$ cat config.mk
export PLATFORM = sky130hd
export DESIGN_NAME = extern_return_router_head_flat
export DESIGN_NICKNAME = d
export VERILOG_FILES = /design/src/rtl/extern_return_router_head_if.sv /design/src/rtl/extern_return_router_head.sv /design/src/flat_wrapper.sv
export SDC_FILE = /design/constraint.sdc
export NUM_CORES = 1
export LEC_CHECK = 0
export CAP_MARGIN = 25
export CORE_AREA = 2 2 68 70
export DETAILED_ROUTE_END_ITERATION = 10
export DIE_AREA = 0 0 70 72
export PLACE_DENSITY_LB_ADDON = 0.08
export SETUP_SLACK_MARGIN = 0.1
export SLEW_MARGIN = 20
export SYNTH_ARGS = -nofsm -noshare
export SYNTH_HDL_FRONTEND = slang
export SYNTH_SLANG_ARGS = --single-unit
$ cat constraint.sdc
create_clock -name clk -period 2 [get_ports clk]
set_clock_uncertainty 0.05 [all_clocks]
set_input_delay 0.3 -clock clk [delete_from_list [all_inputs] [get_ports clk]]
set_output_delay 0.3 -clock clk [all_outputs]
set_load 0.01 [all_outputs]
$ cat src/rtl/extern_return_router_head_if.sv
// Handshake bundle between the extern return router head and its neighbours:
// call-id capture, in-order extern return, and the switch-chain injection port.
interface extern_return_router_head_if #(
   parameter int NUM_OUTPUT_PORTS = 3,
   parameter int DATA_WIDTH       = 16
);
   localparam int ID_W = (NUM_OUTPUT_PORTS > 1) ? $clog2(NUM_OUTPUT_PORTS) : 1;
   localparam int MC_W = $clog2(NUM_OUTPUT_PORTS) + 1;

   logic                  call_valid;
   logic                  call_ready;
   logic [ID_W-1:0]       call_port_id;
   logic                  ret_valid;
   logic                  ret_ready;
   logic [DATA_WIDTH-1:0] ret_data;
   logic                  out_valid;
   logic                  out_ready;
   logic [MC_W-1:0]       out_match_counter;
   logic [DATA_WIDTH-1:0] out_data;

   modport master (
      output call_valid, call_port_id, ret_valid, ret_data, out_ready,
      input  call_ready, ret_ready, out_valid, out_match_counter, out_data
   );

   modport slave (
      input  call_valid, call_port_id, ret_valid, ret_data, out_ready,
      output call_ready, ret_ready, out_valid, out_match_counter, out_data
   );
endinterface

$ cat src/rtl/extern_return_router_head.sv
// Injection head of the extern return router chain: queues caller ids in issue order and
// tags each in-order return with a match_counter. Optional checks: EXTERN_RETURN_ROUTER_HEAD_CHECK_EN.
module extern_return_router_head #(
   parameter int NUM_OUTPUT_PORTS = 3,
   parameter int DATA_WIDTH       = 16,
   parameter int MAX_OUTSTANDING  = 4
) (
   input  logic clk,
   input  logic rst,
   extern_return_router_head_if.slave bus,
   output logic [$clog2(MAX_OUTSTANDING+1)-1:0] outstanding_count
`ifdef EXTERN_RETURN_ROUTER_HEAD_CHECK_EN
   ,
   output logic err_bad_port
`endif
);
   localparam int ID_W  = (NUM_OUTPUT_PORTS > 1) ? $clog2(NUM_OUTPUT_PORTS) : 1;
   localparam int MC_W  = $clog2(NUM_OUTPUT_PORTS) + 1;
   localparam int CNT_W = $clog2(MAX_OUTSTANDING + 1);
   localparam int PTR_W = (MAX_OUTSTANDING > 1) ? $clog2(MAX_OUTSTANDING) : 1;

   // Pointers wrap at the FIFO depth, which need not be a power of two.
   function automatic logic [PTR_W-1:0] next_ptr(input logic [PTR_W-1:0] ptr);
      logic [PTR_W-1:0] nxt;
      if (ptr == PTR_W'(MAX_OUTSTANDING - 1)) begin
         nxt = {PTR_W{1'b0}};
      end else begin
         nxt = ptr + PTR_W'(1'b1);
      end
      return nxt;
   endfunction

   // Id 0 becomes all ones so node 0 sees MSB=1; id k needs k decrements to get there.
   function automatic logic [MC_W-1:0] encode_mc(input logic [ID_W-1:0] id);
      logic [MC_W-1:0] ext;
      ext = MC_W'(id);
      return ext - MC_W'(1'b1);
   endfunction

   logic [ID_W-1:0]       id_mem_r [MAX_OUTSTANDING];
   logic [PTR_W-1:0]      wr_ptr_r;
   logic [PTR_W-1:0]      rd_ptr_r;
   logic [CNT_W-1:0]      count_r;
   logic [CNT_W-1:0]      count_nxt_s;
   logic                  out_valid_r;
   logic [MC_W-1:0]       out_mc_r;
   logic [DATA_WIDTH-1:0] out_data_r;
   logic                  call_ready_s;
   logic                  ret_ready_s;
   logic                  push_s;
   logic                  pop_s;

   // Handshake qualification from registered state only; no push/pop bypass.
   always_comb begin
      call_ready_s = (count_r < CNT_W'(MAX_OUTSTANDING));
      ret_ready_s  = (count_r != {CNT_W{1'b0}}) && (!out_valid_r || bus.out_ready);
      push_s       = bus.call_valid && call_ready_s;
      pop_s        = bus.ret_valid && ret_ready_s;
      case ({push_s, pop_s})
         2'b10:   count_nxt_s = count_r + CNT_W'(1'b1);
         2'b01:   count_nxt_s = count_r - CNT_W'(1'b1);
         default: count_nxt_s = count_r;
      endcase
   end

   // FIFO pointers and occupancy; reset discards every held id.
   always_ff @(posedge clk) begin
      if (rst) begin
         wr_ptr_r <= {PTR_W{1'b0}};
         rd_ptr_r <= {PTR_W{1'b0}};
         count_r  <= {CNT_W{1'b0}};
      end else begin
         if (push_s) begin
            wr_ptr_r <= next_ptr(wr_ptr_r);
         end
         if (pop_s) begin
            rd_ptr_r <= next_ptr(rd_ptr_r);
         end
         count_r <= count_nxt_s;
      end
   end

   // Id storage; contents are don't-care while the slot is not occupied.
   always_ff @(posedge clk) begin
      if (push_s) begin
         id_mem_r[wr_ptr_r] <= bus.call_port_id;
      end
   end

   // Single output stage: reloads on acceptance, empties on consumption, otherwise holds.
   always_ff @(posedge clk) begin
      if (rst) begin
         out_valid_r <= 1'b0;
         out_mc_r    <= {MC_W{1'b0}};
         out_data_r  <= {DATA_WIDTH{1'b0}};
      end else if (pop_s) begin
         out_valid_r <= 1'b1;
         out_mc_r    <= encode_mc(id_mem_r[rd_ptr_r]);
         out_data_r  <= bus.ret_data;
      end else if (bus.out_ready) begin
         out_valid_r <= 1'b0;
      end else begin
         out_valid_r <= out_valid_r;
      end
   end

   assign bus.call_ready        = call_ready_s;
   assign bus.ret_ready         = ret_ready_s;
   assign bus.out_valid         = out_valid_r;
   assign bus.out_match_counter = out_mc_r;
   assign bus.out_data          = out_data_r;
   assign outstanding_count     = count_r;

`ifdef EXTERN_RETURN_ROUTER_HEAD_CHECK_EN
   logic bad_port_s;
   logic err_bad_port_r;

   // An out-of-range id is still queued; it is only flagged here.
   always_comb begin
      bad_port_s = push_s &&
                   ({1'b0, bus.call_port_id} >= (ID_W+1)'(NUM_OUTPUT_PORTS));
   end

   // Sticky error flag, cleared only by reset.
   always_ff @(posedge clk) begin
      if (rst) begin
         err_bad_port_r <= 1'b0;
      end else if (bad_port_s) begin
         err_bad_port_r <= 1'b1;
      end else begin
         err_bad_port_r <= err_bad_port_r;
      end
   end

   assign err_bad_port = err_bad_port_r;

   extern_return_router_head_chk #(
      .CNT_W (CNT_W)
   ) u_chk (
      .clk               (clk),
      .rst               (rst),
      .bad_call          (bad_port_s),
      .ret_valid         (bus.ret_valid),
      .outstanding_count (count_r)
   );
`endif
endmodule

`ifdef EXTERN_RETURN_ROUTER_HEAD_CHECK_EN
// Simulation checks for the router head: illegal caller ids and orphan returns.
module extern_return_router_head_chk #(
   parameter int CNT_W = 3
) (
   input logic             clk,
   input logic             rst,
   input logic             bad_call,
   input logic             ret_valid,
   input logic [CNT_W-1:0] outstanding_count
);
   logic [10:0] orphan_cnt_r;

   // Counts consecutive cycles of a return offered with nothing outstanding.
   always_ff @(posedge clk) begin
      if (rst) begin
         orphan_cnt_r <= 11'd0;
      end else if (ret_valid && (outstanding_count == {CNT_W{1'b0}})) begin
         if (orphan_cnt_r != 11'd1025) begin
            orphan_cnt_r <= orphan_cnt_r + 11'd1;
         end
         if (orphan_cnt_r == 11'd1024) begin
            $error("extern_return_router_head: orphan return held over 1024 cycles");
         end
      end else begin
         orphan_cnt_r <= 11'd0;
      end
   end

   // Reports each accepted call carrying an out-of-range port id.
   always_ff @(posedge clk) begin
      if (!rst && bad_call) begin
         $error("extern_return_router_head: call accepted with illegal port id");
      end
   end
endmodule
`endif

$ cat src/flat_wrapper.sv
// flat-port wrapper written by rule: the top's interface ports become plain ports
module extern_return_router_head_flat 
#(
   parameter int NUM_OUTPUT_PORTS = 3,
   parameter int DATA_WIDTH       = 16,
   parameter int MAX_OUTSTANDING  = 4
)
  (clk, rst, outstanding_count, bus_call_valid, bus_call_port_id, bus_ret_valid, bus_ret_data, bus_out_ready, bus_call_ready, bus_ret_ready, bus_out_valid, bus_out_match_counter, bus_out_data);
  extern_return_router_head_if #(.NUM_OUTPUT_PORTS(NUM_OUTPUT_PORTS), .DATA_WIDTH(DATA_WIDTH)) bus_i ();
  input  logic clk;
  input  logic rst;
  output logic [$clog2(MAX_OUTSTANDING+1)-1:0] outstanding_count;
  input wire logic [$bits(bus_i.call_valid)-1:0] bus_call_valid;
  input wire logic [$bits(bus_i.call_port_id)-1:0] bus_call_port_id;
  input wire logic [$bits(bus_i.ret_valid)-1:0] bus_ret_valid;
  input wire logic [$bits(bus_i.ret_data)-1:0] bus_ret_data;
  input wire logic [$bits(bus_i.out_ready)-1:0] bus_out_ready;
  output wire logic [$bits(bus_i.call_ready)-1:0] bus_call_ready;
  output wire logic [$bits(bus_i.ret_ready)-1:0] bus_ret_ready;
  output wire logic [$bits(bus_i.out_valid)-1:0] bus_out_valid;
  output wire logic [$bits(bus_i.out_match_counter)-1:0] bus_out_match_counter;
  output wire logic [$bits(bus_i.out_data)-1:0] bus_out_data;
  assign bus_i.call_valid = bus_call_valid;
  assign bus_i.call_port_id = bus_call_port_id;
  assign bus_i.ret_valid = bus_ret_valid;
  assign bus_i.ret_data = bus_ret_data;
  assign bus_i.out_ready = bus_out_ready;
  assign bus_call_ready = bus_i.call_ready;
  assign bus_ret_ready = bus_i.ret_ready;
  assign bus_out_valid = bus_i.out_valid;
  assign bus_out_match_counter = bus_i.out_match_counter;
  assign bus_out_data = bus_i.out_data;
  extern_return_router_head #(.NUM_OUTPUT_PORTS(NUM_OUTPUT_PORTS), .DATA_WIDTH(DATA_WIDTH), .MAX_OUTSTANDING(MAX_OUTSTANDING)) u_core (.clk(clk), .rst(rst), .bus(bus_i), .outstanding_count(outstanding_count));
endmodule
Word level (Yosys, flattened, before mapping):

Memories as Yosys holds them, arrays and structs flattened. A register that Yosys moved wholly into a read port is not among the register bits.
Cells that the tools add are included.

* word-level logic and storage cells: 34
* register bits after elaboration: 27
* output and inout port bits: 25
* bits in writable memories: 8
* memories kept: 1

Memories
* u_core.id_mem_r: words 4, width 2, read ports 1, clocked after Yosys merged registers in 1, write ports 1, line extern_return_router_head.sv:40 `logic [ID_W-1:0] id_mem_r [MAX_OUTSTANDING];`

* multiplexer cells: 9
* $lt $le $gt $ge: 1
* reductions and logical operators: 8
* equal/unequal tests: 4
* $add $sub $neg: 5

Operator list (count)
* $mux W2: 4
* $eq A2 B2 Y1 const B: 3
* $pmux W3 S2: 1
* $add A2 B1 Y2 const B: 2
* $mux W1: 4
* $reduce_bool A2 Y1: 2
* $add A3 B1 Y3 const B: 1
* $logic_and A1 B1 Y1: 3
* $lt A3 B3 Y1 const B: 1
* $reduce_bool A3 Y1: 1
* $sub A2 B1 Y3 const B: 1
* $sub A3 B1 Y3 const B: 1
* $eq A2 B1 Y1 const B: 1
* $logic_not A1 Y1: 1
* $logic_or A1 B1 Y1: 1

Depth between registers and ports, before layout:

Gate-level depths: netlist of the first run.

* word-level depth: 6
* depth in mapped cells: 9
* mapped depth without buffers: 8

Least setup slack after synthesis of the first run:

No wires, ideal clock.

* path type: reg-to-reg
* from: register u_core.count_r[0], in the netlist u_core.outstanding_count[0]
* to: register u_core.count_r[2], in the netlist u_core.outstanding_count[2]
* stages on the path, launching flop included: 9
* setup time: 70 ps
* clock period less this slack: 2059 ps
* path slack: -59 ps
* buffers on the path: 0
* arrival: 1939 ps
* path through: dfxtp_1 nor3_4 nor3_2 ha_1 inv_1 fa_1 xor2_1 or3_1 a21oi_1

* cells in the longest elaborated chain, start to end: 5
* elaborated cells between the ends (all ways): 11

Ends and longest elaborated chain
* start: declaration: line extern_return_router_head.sv:43 `logic [CNT_W-1:0] count_r;`
* start signal: assignment: line extern_return_router_head.sv:71 `count_r <= {CNT_W{1'b0}};`
* start signal: assignment: line extern_return_router_head.sv:79 `count_r <= count_nxt_s;`
* $reduce_bool A3 Y1 (*): line extern_return_router_head.sv:56 `ret_ready_s = (count_r != {CNT_W{1'b0}}) && (!out_valid_r || bus.out_ready);`
* $logic_and A1 B1 Y1 (*): line extern_return_router_head.sv:56
* $logic_and A1 B1 Y1 (*): line extern_return_router_head.sv:58 `pop_s = bus.ret_valid && ret_ready_s;`
* net u_core.pop_s: line extern_return_router_head.sv:51 `logic pop_s;`
* $eq A2 B1 Y1 or $eq A2 B2 Y1 (tied branches): line extern_return_router_head.sv:59 `case ({push_s, pop_s})`
* $pmux W3 S2 or $reduce_bool A2 Y1 (tied branches)

The timed path passes the listed nets; every way through them passes the cells marked *.
A chain may end at the register's enable or synchronous reset.

Final worst setup path of the first run:

* from: register u_core.out_valid_r, in the netlist u_core.bus.out_valid
* to: register u_core.count_r[2], in the netlist u_core.outstanding_count[2]

* cells in the longest elaborated chain, start to end: 6
* elaborated cells between the ends (all ways): 8

Ends and longest elaborated chain
* start: declaration: line extern_return_router_head.sv:45 `logic out_valid_r;`
* start signal: assignment: line extern_return_router_head.sv:103 `out_valid_r <= out_valid_r;`
* $logic_not A1 Y1 (*): line extern_return_router_head.sv:56
* $logic_or A1 B1 Y1 (*): line extern_return_router_head.sv:56
* $logic_and A1 B1 Y1 (*): line extern_return_router_head.sv:56
* $logic_and A1 B1 Y1 (*): line extern_return_router_head.sv:58
* net u_core.pop_s: line extern_return_router_head.sv:51
* $eq A2 B1 Y1 or $eq A2 B2 Y1 (tied branches): line extern_return_router_head.sv:59
* $pmux W3 S2 or $reduce_bool A2 Y1 (tied branches)

Marked as above.

==> flow_summary_export.csv, run 1 <==
group,metric,value,unit
status,status,"complete, no violations",
pwr,p_int,2.01,mW
clock_network,cts_made_buffers,5,
global_route,grt_use_met1,21.8,%
clock_network,clk_path_buf_depth,2,
sta,setup_viol,0,
min_path,holdCritPathClass,"reg -> reg",
global_route,grtUsageMet3,4.86,%
sta,drv_slew,0,
pwr,swShare,35.2,%
drt,drt-wirelength-per-cell,14.7,microns
placed_design,gp_congestion,0.684,
yosys,ys_types,29,
worst_setup_path,crit_family,"simple AND/OR/NAND/NOR gates",
die,initial_core_util,41.4,%
yosys,yosys_warnings,0,
sta,grt_setup_unrepaired,"yes",
worst_setup_path,cp.buffers_inverters,1,
pwr,p_seq_share,34.5,%
layout,final_nets,242,
drt,dr.pass1.iters,4,
layout,syn_to_final_growth,32.6,%
clock_network,path_clk_slew,0.07,ns
clock_network,cts_hold_buffers,0,
clock_network,root_buffer,"clkbuf_8",
die,fp.dieW,70,microns
sta,fin_setup_tns,0,ns
drt,ant_nets,0,
worst_setup_path,worstPathCellList,"and2b_2 > nor3_4 > ha_2 > inv_2 > fa_2 > xor2_1 > or3_1 > a21oi_2",
worst_setup_path,startpoint_type,"flop",
drt,vias,1425,
clock_network,numClockSinks,37,
pwr,p_switching,1.09,mW
layout,n_antenna_cell,0,
placed_design,io_buffers,47,
global_route,grt_max_degree,28,
pwr,power.density,1320,nW/um^2
sta,fmax,502,MHz
clock_network,htreeDepth,2,
die,die_y,72,microns
pwr,pwr-share-comb,44.1,%
yosys,synth_nets,193,
layout,final_util,54.9,%
yosys,yosysSeqAreaShare,46.5,%
drt,vias_per_cell,5.40,
worst_setup_path,cp_slowest_cell,"dfxtp_2",
pwr,ir_worst_vdd,0.956,mV
sta,hold_viol_final,0,
sta,hold_ws,0.420,ns
global_route,grt_usage,17.0,%
sta,period_share,99.7,%
placed_design,dp_hpwl,2.55,mm
die,pin_count,48,
global_route,globalRouteOverflowTotal,0,
worst_setup_path,endpoint_kind,"flop",
die,rows,24,
drt,drc,0,
yosys,synth-seq-cells,37,
global_route,grt_use_met2,26.9,%
drt,dr.first_iter.drc_count,81,
die,core,4260,sq um
drt,drt-total-wl,3.87,mm
yosys,syn_inst,162,
worst_setup_path,cpPeakStageDelay,0.32,ns
layout,fillers,378,
pwr,clockPowerShare,21.4,%
sta,period_minus_slack,1.99,ns
sta,slew_headroom,72.7,%
global_route,grt_pass1_vias,1390,
sta,tightest_slew,0.409,ns
sta,finalWorstSetupSlack,0.00601,ns
clock_network,cts_tree,"built",
layout,drive_gt1_share,16.5,%
placed_design,post-place-ws,-0.555,ns
yosys,avgSynthCellArea,10.9,sq um
global_route,antenna_found_initial,0,
worst_setup_path,crit_required,2.17,ns
worst_setup_path,critPathMaxFanout,2,
pwr,leakagePower,0.858,nW
worst_setup_path,worstSetupPathType,"reg -> reg",
run,maxCapViolCount,0,
die,die_area,5040,sq um
yosys,netlist_area,1770,sq um
global_route,grt_pass1_wl,6.72,mm
worst_setup_path,cp_data_arrival_time,2.16,ns
clock_network,clk_latency,0.29,ns
global_route,grt_most_used_layer,"met2",
==> metrics by stage <==
step / instances / instance area (sq um) / power (mW)
after floorplan: 162 / 1780 / 2.03
after global placement: 255 / 2210 / 2.40
after detailed placement: 255 / 2210 / 2.44
after CTS: 263 / 2330 / 3.13
after global routing: 264 / 2340 / 3.33
final: 264 / 2340 / 3.10
==> timing repair <==
| item | CTS | global route |
|---|---|---|
| setup buffers | 0 | 1 |
| pin swaps | 3 | 1 |
| resized for setup | 8 | 0 |
| setup endpoints to repair | 3 | 3 |
| endpoints found under the hold margin | 0 | 0 |
==> area by class of cell <==
type,instances,area (sq um),area share [%]
Inverter,10,37.5,1.60
Sequential cell,37,826,35.3
Multi-Input combinational cell,99,739,31.6
Timing Repair Buffer,58,557,23.8
Clock inverter,1,30.0,1.28
Tap cell,52,65.1,2.78
Clock buffer,7,86.3,3.69
==> final timing paths <==
kind	start	end	slack [ns]	cells after the start
worst max-delay path	u_core.bus.out_valid	u_core.outstanding_count[2]	0.006	8
worst min-delay path	u_core.bus.out_data[1]	u_core.bus.out_data[1]	0.42	2
worst max register to register	u_core.bus.out_valid	u_core.outstanding_count[2]	0.006	8
worst min register to register	u_core.bus.out_data[1]	u_core.bus.out_data[1]	0.42	2
==> layer usage <==
metal / share of wire, % / routed length (microns)
met1: 44 / 1700
met2: 47 / 1830
met3: 7.0 / 270
met4: 1.9 / 74
met5: 0 / 0
==> Yosys cell counts <==
cell type   n  area share (%)
dfxtp_1    29              33
a21oi_1    21             6.0
nand4_1    19             6.7
o31ai_1    19             8.1
clkbuf_8   11             8.6
inv_1      10             2.1
nor2_1      9             1.9
edfxtp_1    8              14
ha_1        7             5.0
and2_1      4             1.4
a211oi_1    2            0.85
a31oi_1     2            0.71
clkbuf_1    2            0.43
mux2i_1     2             1.1
mux4_2      2             2.6
xor2_1      2            0.99
a21oi_2     1            0.50
and2b_2     1            0.50
buf_2       1            0.28
buf_6       1            0.64
clkbuf_4    1            0.43
fa_1        1             1.1
nor2b_1     1            0.35
nor3_2      1            0.57
nor3_4      1            0.92
o21ai_0     1            0.28
or2b_2      1            0.50
or3_1       1            0.35
or3_4       1            0.64
==> cell usage in the layout (no fill, tap or decap), types with 2 or more instances in the layout <==
master           synthesis  final
clkdlybuf4s50_1          0     44
dfxtp_1                 29     25
a21oi_1                 21     20
nand4_1                 19     19
o31ai_1                 19     19
nor2_1                   9      9
buf_4                    0      9
inv_1                   10      8
edfxtp_1                 8      8
ha_1                     7      6
clkbuf_8                11      6
and2_1                   4      4
dfxtp_2                  0      4
dlygate4sd2_1            0      3
mux4_2                   2      2
inv_2                    0      2
nor3_4                   1      2
a21oi_2                  1      2
xor2_1                   2      2
mux2i_1                  2      2
a31oi_1                  2      2
a211oi_1                 2      2
buf_6                    1      2
==> power by group through the flow <==
stage | logic, mW | clock network [mW] | registers [mW]
after global placement | 1.32 | 0 | 1.08
after floorplan | 0.905 | 0 | 1.13
final | 1.37 | 0.663 | 1.07
after detailed placement | 1.36 | 0 | 1.08
after global routing | 1.51 | 0.722 | 1.09
after CTS | 1.38 | 0.683 | 1.07
==> state kept, by name, indices dropped and copies added, names as in the netlist, named ones only <==
register / cells
u_core.bus.out_data: 16
u_core.bus.out_match_counter: 3
u_core.bus.out_valid: 1
u_core.id_mem_r: 8
u_core.outstanding_count: 3
u_core.rd_ptr_r: 2
u_core.wr_ptr_r: 2
==> tightest hold or removal path, cell delays in order, from the launching register on <==
cell,delay [ns]
dfxtp_1,0.31
o31ai_1,0.06
a21oi_1,0.06
==> cells by family (layout without fill, tap and decap cells) <==
kind of cell	after synthesis	in the layout	share of synthesized area, %
compound gates	46	46	16.4
xor+xnor	2	2	0.992
fa+ha+maj	8	8	6.09
buf+inv	26	76	12.5
flops	37	37	46.5
mux	4	4	3.69
simple gates	39	39	13.9
Power figures use the tool's default switching activity.
==> inputs of run 2 (changes only) <==
Settings changed: CTS_BUF_LIST from default to sky130_fd_sc_hd__clkbuf_16, SKIP_LAST_GASP from default to 1.
==> run 2 against run 1 <==
  * Critical path depth unchanged
  * Fmax grew 0.40%
  * Routed wire length is 4.3% higher
  * Core utilization is 2.2 points higher
  * Die area is the same
  * Sequential cell count did not move
  * Clock power rose by 31%
  * Total power increased by 14%
  * Sequential share of layout area fell by 1.2 points
  * First-iteration DRC count up 30%
  * Combinational power is 15% higher
  * Final area grew 4.0%
  * Largest cell class unchanged
  * Largest power group unchanged
==> flow_summary_export.csv, run 2 (same netlist as run 1, synthesis figures left out) <==
group,metric,value,unit
worst_setup_path,cpPeakStageDelay,0.32,ns
die,die_area,5040,sq um
placed_design,post-place-ws,-0.555,ns
worst_setup_path,rr_endpoint,"u_core.outstanding_count[2]",
die,die_y,72,microns
placed_design,dp_hpwl,2.55,mm
layout,finalInstanceArea,2430,sq um
sta,fmax,504,MHz
sta,hold_ws,0.419,ns
sta,period_minus_slack,1.99,ns
worst_setup_path,crit_path_end,"u_core.outstanding_count[2]",
pwr,leakagePower,0.909,nW
run,maxCapViolCount,0,
worst_setup_path,critPathLaunch,"u_core.bus.out_valid",
sta,finalWorstSetupSlack,0.0140,ns
global_route,globalRouteOverflowTotal,0,
worst_setup_path,rr_startpoint,"u_core.bus.out_valid",
placed_design,place_area,2210,sq um
pwr,pwr-share-comb,44.9,%
min_path,holdCritPathClass,"reg -> reg",
die,rows,24,
sta,drv_slew,0,
worst_setup_path,r2r_cells,8,
drt,drc,0,
drt,dr.first_iter.drc_count,105,
clock_network,path_clk_slew,0.06,ns
layout,drive_gt1_share,16.4,%
clock_network,cts_tree,"built",
global_route,grt_usage,17.2,%
sta,setup_viol,0,
die,fp.dieW,70,microns
pwr,ir_worst_vdd,0.849,mV
pwr,swShare,33.2,%
sta,hold_viol_final,0,
sta,period_share,99.3,%
global_route,grt_pass1_vias,1380,
drt,ant_nets,0,
layout,syn_to_final_growth,37.8,%
sta,tightest_slew,0.409,ns
pwr,power.density,1450,nW/um^2
layout,n_antenna_cell,0,
pwr,p_total,3.52,mW
worst_setup_path,worstSetupPathType,"reg -> reg",
worst_setup_path,crit_required,2.16,ns
drt,vias,1425,
die,initial_core_util,41.4,%
placed_design,gp_congestion,0.684,
die,core,4260,sq um
status,status,"complete, no violations",
pwr,p_int,2.35,mW
layout,layout_commonest_cell,"clkdlybuf4s50_1",
placed_design,dp.cells,255,
layout,final_nets,244,
worst_setup_path,endpoint_kind,"flop",
pwr,p_switching,1.17,mW
pwr,clockPowerShare,24.6,%
global_route,antenna_found_initial,0,
worst_setup_path,startpoint_type,"flop",
pwr,p_seq_share,30.5,%
clock_network,htreeDepth,2,
layout,final_cells,266,
clock_network,clk_path_buf_depth,2,
worst_setup_path,cp_slowest_cell,"fa_2",
clock_network,root_buffer,"clkbuf_16",
drt,drt-total-wl,4.04,mm
global_route,grt_max_degree,28,
drt,drt-wirelength-per-cell,15.2,microns
worst_setup_path,reg2reg_slack,0.01,ns
drt,dr.pass1.iters,4,
global_route,grt_pass1_wl,6.85,mm
die,pin_count,48,
layout,largest_reg_flops,16,
layout,most-common-layout-cells,"clkdlybuf4s50_1, dfxtp_1, a21oi_1",
clock_network,numClockSinks,37,
clock_network,cts_made_buffers,5,
sta,grt_setup_unrepaired,"yes",
placed_design,io_buffers,47,
worst_setup_path,cp_data_arrival_time,2.14,ns
drt,vias_per_cell,5.36,
sta,slew_headroom,72.7,%
worst_setup_path,worstPathCellList,"and2b_2 > nor3_4 > ha_2 > inv_1 > fa_2 > xor2_1 > or3_1 > a21oi_2",
clock_network,clk_latency,0.28,ns
worst_setup_path,critPathMaxFanout,2,
## run 2: final cells by class
type	count	area [sq um]
repair buffers	60	601
flip-flops and latches	37	828
clock buffers	5	125
inverters	10	37.5
multi-input cells	99	739
fillers	368	1830
well taps	52	65.1
clock inverters	3	37.5
## run 2: timing repair
action / 4_1_cts / 5_1_grt
hold buffers: 0 / 0
gates resized for setup: 8 / 1
pin swaps: 4 / 1
gates cloned: 1 / 0
buffers inserted: 1 / 1
setup endpoints to repair: 3 / 2
## run 2: how the worst min path moves through the flow
stage                                        from  depth (start not counted)                       to
after global placement     u_core.bus.out_data[7]                          2   u_core.bus.out_data[7]
after floorplan               bus_call_port_id[0]                          0    u_core.id_mem_r[0][0]
after detailed placement   u_core.bus.out_data[1]                          2   u_core.bus.out_data[1]
after global routing       u_core.bus.out_data[5]                          2   u_core.bus.out_data[5]
after CTS                 u_core.bus.out_data[12]                          2  u_core.bus.out_data[12]
final                      u_core.bus.out_data[5]                          2   u_core.bus.out_data[5]
## run 2: metal layers
layer / vias up / GRT usage, % / share of wire [%]
met3: 6 / 4.86 / 5.5
li1: 698 / - / -
met2: 43 / 27.4 / 46
met1: 678 / 22.8 / 47
met4: 0 / 5.77 / 1.4
met5: - / 0 / 0
## run 2: power by group through the flow
stage / sequential (mW) / combinational [mW] / clock [mW]
2_1_floorplan: 1.13 / 0.905 / 0
3_3_place_gp: 1.08 / 1.32 / 0
3_5_place_dp: 1.08 / 1.36 / 0
4_1_cts: 1.07 / 1.57 / 0.885
5_1_grt: 1.10 / 1.71 / 0.919
6_report: 1.07 / 1.58 / 0.867
## run 2: stage by stage
| step | utilization (%) | TNS (ns) |
|---|---|---|
| after global placement | 51.8 | -1.13 |
| after CTS | 56.8 | -0.0121 |
| after floorplan | - | 0 |
| after detailed placement | 51.8 | -1.23 |
| final | 57.1 | 0 |
| after global routing | 57.1 | -0.0586 |
## run 2: critical path, delay by kind of cell, from the launching register on
family                     cells  cell delay [ns]
AOI/OAI and AO/OA              1             0.14
xor gates and xnor gates       1             0.15
adders and majority gates      2             0.52
buffers and inverters          1             0.05
DFF                            1             0.31
and+or+nand+nor                3             0.67
